### config.mk
export PLATFORM = sky130hd
export DESIGN_NAME = div_seq
export DESIGN_NICKNAME = d
export VERILOG_FILES = /design/src/rtl/div_seq.sv
export SDC_FILE = /design/constraint.sdc
export NUM_CORES = 1
export LEC_CHECK = 0
export ABC_AREA = 0
export CORE_UTILIZATION = 25
export DETAILED_ROUTE_END_ITERATION = 10
export PLACE_DENSITY = 0.47
export SLEW_MARGIN = 20
export SYNTH_ARGS = -nofsm -noshare
export SYNTH_HDL_FRONTEND = slang
export SYNTH_SLANG_ARGS = --single-unit
### constraint.sdc
create_clock -name clk -period 2.1 [get_ports clk]
set_clock_uncertainty 0.15 [all_clocks]
set_input_delay 0.42 -clock clk [delete_from_list [all_inputs] [get_ports clk]]
set_output_delay 0.42 -clock clk [all_outputs]
set_load 0.02 [all_outputs]
### src/rtl/div_seq.sv
// div_seq: iterative RV32M divide/remainder sequencer driving the core's shared ALU
//
// Ports:
//   clk, rst_n              clock and synchronous active-low reset
//   req_valid/req_ready     request handshake; req_ready is high only in IDLE
//   req_op                  00 DIV, 01 DIVU, 10 REM, 11 REMU
//   req_a, req_b            dividend and divisor, sampled on the accept edge
//   resp_valid/resp_ready   response handshake; resp_data is held while waiting
//   resp_data               quotient or remainder
//   busy                    high outside IDLE; the core muxes alu_* from here
//   alu_in1/alu_in2/alu_control  shared ALU request (decoded from registered state)
//   alu_out                 shared ALU result, used in the same cycle
module div_seq #(
    parameter int WIDTH = 32
) (
    input  logic             clk,
    input  logic             rst_n,
    input  logic             req_valid,
    output logic             req_ready,
    input  logic [1:0]       req_op,
    input  logic [WIDTH-1:0] req_a,
    input  logic [WIDTH-1:0] req_b,
    output logic             resp_valid,
    input  logic             resp_ready,
    output logic [WIDTH-1:0] resp_data,
    output logic             busy,
    output logic [WIDTH-1:0] alu_in1,
    output logic [WIDTH-1:0] alu_in2,
    output logic [3:0]       alu_control,
    input  logic [WIDTH-1:0] alu_out
);
    localparam logic [3:0] ALU_NOP  = 4'b0000;
    localparam logic [3:0] ALU_SUB  = 4'b0110;
    localparam logic [3:0] ALU_GTEU = 4'b1011;
    localparam int CW = $clog2(WIDTH);

    typedef enum logic [2:0] {IDLE, NEG_A, NEG_B, CMP, SUB, FIX, DONE} state_t;

    state_t           state;
    logic [WIDTH-1:0] a, b, rem;
    logic [1:0]       op;
    logic             sgn, a_neg, b_neg, bz, ge;
    logic [CW-1:0]    cnt;
    logic [WIDTH-1:0] rs, res;
    logic             n, iter;

    // a doubles as the dividend shift register and the quotient accumulator
    assign rs   = {rem[WIDTH-2:0], a[WIDTH-1]};
    assign res  = op[1] ? rem : a;
    // divide-by-zero quotient stays all ones; remainder follows dividend sign
    assign n    = op[1] ? (sgn & a_neg) : (sgn & (a_neg ^ b_neg) & ~bz);
    assign iter = (state == CMP) || (state == SUB);

    assign req_ready = (state == IDLE);
    assign busy      = (state != IDLE);

    always_comb begin
        alu_control = (state == IDLE || state == DONE) ? ALU_NOP :
                      (state == CMP) ? ALU_GTEU : ALU_SUB;
        alu_in1     = iter ? rs : '0;
        alu_in2     = (state == NEG_A) ? a :
                      (state == NEG_B || iter) ? b :
                      (state == FIX) ? res : '0;
    end

    always_ff @(posedge clk) begin
        if (!rst_n) begin
            state      <= IDLE;
            a          <= '0;
            b          <= '0;
            rem        <= '0;
            op         <= '0;
            sgn        <= 1'b0;
            a_neg      <= 1'b0;
            b_neg      <= 1'b0;
            bz         <= 1'b0;
            ge         <= 1'b0;
            cnt        <= '0;
            resp_valid <= 1'b0;
            resp_data  <= '0;
        end else begin
            case (state)
                IDLE: if (req_valid) begin
                    a     <= req_a;
                    b     <= req_b;
                    op    <= req_op;
                    sgn   <= ~req_op[0];
                    a_neg <= req_a[WIDTH-1];
                    b_neg <= req_b[WIDTH-1];
                    bz    <= (req_b == '0);
                    rem   <= '0;
                    cnt   <= '0;
                    state <= NEG_A;
                end
                NEG_A: begin
                    if (sgn & a_neg) a <= alu_out;
                    state <= NEG_B;
                end
                NEG_B: begin
                    if (sgn & b_neg) b <= alu_out;
                    state <= CMP;
                end
                CMP: begin
                    ge    <= alu_out[0];
                    state <= SUB;
                end
                SUB: begin
                    rem   <= ge ? alu_out : rs;
                    a     <= {a[WIDTH-2:0], ge};
                    cnt   <= cnt + 1'b1;
                    state <= (cnt == CW'(WIDTH - 1)) ? FIX : CMP;
                end
                FIX: begin
                    resp_data  <= n ? alu_out : res;
                    resp_valid <= 1'b1;
                    state      <= DONE;
                end
                DONE: if (resp_ready) begin
                    resp_valid <= 1'b0;
                    state      <= IDLE;
                end
                default: state <= IDLE;
            endcase
        end
    end
endmodule

==> results.json, run 1 <==
{
  "gr-usage-all-layers_pct": 20.25,
  "hold_ws_ns": 0.3054,
  "drt_wl_total_um": 34100,
  "wire_per_inst_um": 20.24,
  "final-hold-violation-count": 0,
  "synth-xor-area-share_pct": 0,
  "grt_max_degree": 73,
  "drtIter0Drc": 528,
  "drtAntennaViolNets": 0,
  "finalPower_mw": 8.275,
  "maxCapViolCount": 0,
  "preCtsSetupSlack_ns": -0.4452,
  "syn-num-nets": 1077,
  "path_class": "reg -> out",
  "synth_most_common_cell": "dfxtp_1",
  "placedInstanceArea_mm2": 0.01157,
  "hold_class": "reg -> reg",
  "synth_simple_gate_area_share_pct": 18.66,
  "setup_tns_ns": -18.42,
  "critical_path_peak_fanout": 8,
  "worst_pin_slew_ns": 0.4725,
  "layout-drive-gt1-share_pct": 36.96,
  "p_leak_nw": 4.935,
  "clk_pin_slew_worst_paths_ns": 0.06,
  "start_util_pct": 25.49,
  "globalplace.congestion": 0.7834,
  "numPortBuffers": 204,
  "drc": 0,
  "synth_compound_area_share_pct": 27.74,
  "dieArea_mm2": 0.03399,
  "required_ns": 1.53,
  "cts_max_path_buffers": 2,
  "yosysUniqueCellTypes": 49,
  "ys_warn_count": 0,
  "fp.dieW_um": 184.4,
  "grt_pass1_wl_um": 51550,
  "synth-edff-count": 0,
  "ys_ff_latch": 143,
  "post-route-cell-area_mm2": 0.01290,
  "worstSetupEndpointType": "output port",
  "nets": 1333,
  "synth_sequential_area_ratio_pct": 34.43,
  "ioPinCount": 205,
  "die_h_um": 184.4,
  "dp_hpwl_um": 24060,
  "h-tree-depth": 4,
  "netlist_area_mm2": 0.008314,
  "synthMuxAreaShare_pct": 12.51,
  "max_slew_margin_pct": 68.50,
  "worstPathArrival_ns": 1.86,
  "synth_commonest_cells": "dfxtp_1 (143), nand2_1 (107), a22oi_1 (97)",
  "vias": 8445,
  "grt.overflow.total": 0,
  "peakVddDrop_v": 0.0006204,
  "area_delta_synth_final_pct": 55.18,
  "synth_flop_cell": "dfxtp_1",
  "cts-root-buf": "clkbuf_16",
  "dr.pass1.iters": 5,
  "synth_top_family_by_area": "compound AO/OA/AOI/OAI gates",
  "cts_tree": "built",
  "final.period_utilization_pct": 115.9,
  "vias_per_cell": 5.012,
  "max_freq_mhz": 410.8,
  "synth_cells": 973,
  "antenna_found_initial": 1,
  "core_mm2": 0.03262,
  "row_count": 66,
  "clk_latency_ns": 0.44,
  "numCtsBuffers": 17,
  "holdBufCountCts": 0,
  "min_period_ns": 2.435,
  "avgSynthCellArea_um2": 8.545,
  "synth_top_area_cell": "dfxtp_1",
  "synthTopCellsByArea": "dfxtp_1 (34%), a22oi_1 (8.8%), mux2_2 (8.5%)",
  "setup_slack_ns": -0.3345,
  "violations": "setup timing",
  "status": "finished with violations",
  "pwr_density_cell_mw_per_mm2": 641.4,
  "setup_violations": 91,
  "drv_slew": 0,
  "clkSinkCount": 143,
  "synth_top_area_share_pct": 34.43,
  "rsz0062_at_grt": "yes",
  "grt_pass1_vias": 8313,
  "synthAdderAreaFrac_pct": 0.3010,
  "cp-start-kind": "register",
  "async_reset_ff_share_pct": 0
}
## per-stage QoR
step,utilization [%],instances
3_3_place_gp,35.46,1639
6_report,39.56,1685
2_1_floorplan,-,973
5_1_grt,39.56,1685
4_1_cts,39.09,1680
3_5_place_dp,35.46,1639
## final timing paths
path                   endpoint  cells after the start  slack [ns]          start
setup reg to reg  resp_data[31]                      6       -0.04          op[1]
setup / recovery    alu_in2[22]                      7       -0.33       state[2]
hold / removal    resp_data[19]                      2        0.31  resp_data[19]
hold reg to reg   resp_data[19]                      2        0.31  resp_data[19]
## final cells by class
class                           count  area, um^2
Clock inverter                     14       147.6
Multi-Input combinational cell    729        5464
Sequential cell                   143        2872
Inverter                            4       16.27
Antenna cell                        1       2.502
Clock buffer                       18       439.2
Timing Repair Buffer              334        3408
Tap cell                          442       553.0
Fill cell                        3289       19720
## routing by layer
metal | GRT usage [%] | vias up | wire length (um)
li1 | - | 4091 | -
met2 | 32.11 | 262 | 15610
met5 | 0 | - | 0
met3 | 3.280 | 34 | 1476
met4 | 5.867 | 0 | 592
met1 | 28.02 | 4058 | 16420
## cell families after synthesis
logic type,Yosys count
simple gates,314
buf+inv,101
fa+ha+maj,2
mux,96
flops,143
compound gates,317
## power breakdown
part / internal, mW / total [mW] / switching (mW)
Clock: 1.71 / 3.12 / 1.41
Sequential: 2.87 / 3.05 / 0.175
Combinational: 0.994 / 2.11 / 1.11
Total: 5.58 / 8.28 / 2.70
## state kept, by name (all words and copies together), names as in the netlist
signal	count
b	32
a_neg	1
bz	1
a	32
state	3
ge	1
resp_data	32
cnt	5
b_neg	1
rem	32
op	1
resp_valid	1
sgn	1
## repair_timing
action	in CTS	in global routing
endpoints found under the setup margin	142	163
pin swaps	63	37
setup buffers	8	6
cloned	2	0
gates resized for setup	521	38
## critical path, stage by stage (launching register included)
cell and delay [ns]:
dfxtp_4 0.39, nand2_8 0.08, buf_6 0.13, buf_12 0.14, mux2_4 0.31, a22oi_2 0.16, o21ai_2 0.10, buf_6 0.13
## layout by cell type, fill, tap and decap left out, types with 4 or more instances in the layout
| cell type | netlist | routed |
|---|---|---|
| o31ai_1 | 32 | 32 |
| buf_4 | 7 | 105 |
| mux2_4 | 0 | 31 |
| nor2_1 | 77 | 76 |
| nand3_1 | 5 | 5 |
| nor2b_1 | 35 | 33 |
| clkbuf_16 | 0 | 17 |
| a211oi_2 | 28 | 28 |
| nor2_2 | 28 | 28 |
| mux2_2 | 63 | 32 |
| a31oi_1 | 32 | 32 |
| a21oi_1 | 9 | 9 |
| o21ai_0 | 69 | 37 |
| nand2_1 | 107 | 105 |
| buf_6 | 1 | 65 |
| and2_1 | 34 | 9 |
| buf_12 | 4 | 23 |
| o21ai_1 | 0 | 7 |
| inv_6 | 0 | 4 |
| nor4_1 | 7 | 6 |
| o21ai_2 | 0 | 25 |
| clkdlybuf4s50_1 | 0 | 134 |
| and2_4 | 0 | 25 |
| dfxtp_2 | 0 | 4 |
| mux2i_1 | 33 | 33 |
| dfxtp_1 | 143 | 138 |
| a22oi_2 | 0 | 31 |
| a211oi_1 | 38 | 38 |
| a22oi_1 | 97 | 66 |
Note: power is estimated with default switching activity, not from simulation.
==> run 2, diff against run 1 <==
--- a/config.mk
+++ b/config.mk
@@ -9,7 +9,7 @@
 export CORE_UTILIZATION = 25
 export DETAILED_ROUTE_END_ITERATION = 10
 export PLACE_DENSITY = 0.47
-export SLEW_MARGIN = 20
+export SLEW_MARGIN = 10
 export SYNTH_ARGS = -nofsm -noshare
 export SYNTH_HDL_FRONTEND = slang
 export SYNTH_SLANG_ARGS = --single-unit
==> results of run 2 <==
Same layout as run 1: the final DEF is identical, and so are final timing and power.
==> edit: new RTL, settings of run 1 <==
Re-encode `state_t` (7 states) as one-hot, 7 bits wide.
--- a/src/rtl/div_seq.sv
+++ b/src/rtl/div_seq.sv
@@ -36,3 +36,3 @@
 
-    typedef enum logic [2:0] {IDLE, NEG_A, NEG_B, CMP, SUB, FIX, DONE} state_t;
+    typedef enum logic [6:0] {IDLE = 7'b0000001, NEG_A = 7'b0000010, NEG_B = 7'b0000100, CMP = 7'b0001000, SUB = 7'b0010000, FIX = 7'b0100000, DONE = 7'b1000000} state_t;
 
Check against the original RTL: same outputs for any inputs over 10 cycles, from zero or initial values and one cycle with rst_n low; not proved beyond that.
==> edit against run 1 <==
  * The run still ends with negative setup slack left
  * Final area up 22%
  * Count of clock-buffer cells in the layout increased by 3
  * Sequential cell count is 4 higher
  * Setup slack got worse by 630 ps
  * Routed wire length grew 40%
  * Sequential power increased by 7.5%
  * Die area grew 7.9%
  * Global-route usage grew 3.6 points
  * Fmax decreased by 20%
  * Power rose by 15%
  * Area after synthesis up 8.0%
  * First-iteration DRC count up 73%
  * Via count grew 27%
  * Largest power group is now registers
==> edit: results (changes against run 1) <==
status=finished with violations; failing checks=negative setup slack; routed len/inst=24.8 µm (+22%); first-pass GRT wire length=65700 µm (+27%); GRT Resource Usage Total=23.9% (+3.6 points); Synth Area per Inst=7.99 µm² (-6.4%); Mapped Nets=1227 (+14%); ranking of synthesized cells by area=dfxtp_1 (33%), mux2i_1 (7.2%), a21oi_1 (4.0%); largest net degree at the start of global routing=69 (-5.5%); final setup fails=204 (+120%); nets=1555 (+17%); DP HPWL=28300 µm (+18%); Post-Synth XOR/XNOR Area=0.293% (+0.29 points); # fillers=3424 (+4.1%); worst slew pin tran=463 ps (-9.99 ps); Inst Count DP=1813 (+11%); Reg2Reg Setup Slack=-490 ps (-450 ps); share of layout cells above drive strength 1=40.1% (+3.1 points); worst flop-to-flop path endpoint=a[30]$_SDFFE_PN0P_; pre-CTS setup slack=-1200 ps (-760 ps); worst setup slack after layout=-961 ps (-627 ps); synthesized-area fraction occupied by adder cells=0.279% (-0.022 points); hold crit path type=in -> reg; Hold Path Origin=rst_n; Max VDD drop=0.000751 V (+21%); drt total wl=47700 µm (+40%); proportion of synthesized area in mux cells=11.3% (-1.2 points); crit path capture=alu_in2[25]; Lkg Pwr=6.43 nW (+30%); reg2reg path depth=10 (+4); post-synthesis compound-gate area fraction=25.1% (-2.6 points); hold slack=225 ps (-80.1 ps); via count=10.7k (+27%)
==> edit: routing by layer <==
metal	track usage (%)	up-vias	wire, µm
met2	39.6	398	22700
met4	6.17	0	1210
met3	3.95	77	2710
li1	-	4898	-
met5	0	-	0
met1	31.8	5365	21100
==> edit: critical path, cell delays in order, from the launching register on <==
cell,delay (ps)
dfxtp_2,320
or4_4,540
or4_4,520
buf_12,190
buf_12,130
nor2_4,70
a221o_1,150
buf_6,130
==> edit: area by class of cell <==
type	instances	area, µm²	share of cell area [%]
Tap cell	461	577	3.67
Inverter	71	277	1.76
Multi-Input combinational cell	775	6360	40.5
Timing Repair Buffer	439	5000	31.8
Sequential cell	147	2950	18.8
Clock inverter	11	105	0.668
Clock buffer	21	450	2.86
==> edit: repair_timing <==
item                                    4_1_cts  5_1_grt
hold buffers                                  0        0
gates cloned                                 14       16
hold endpoints to repair                      0        0
pin swaps                                    43      137
buffers inserted                             31       32
resized for setup                           528      238
endpoints found under the setup margin      212      217
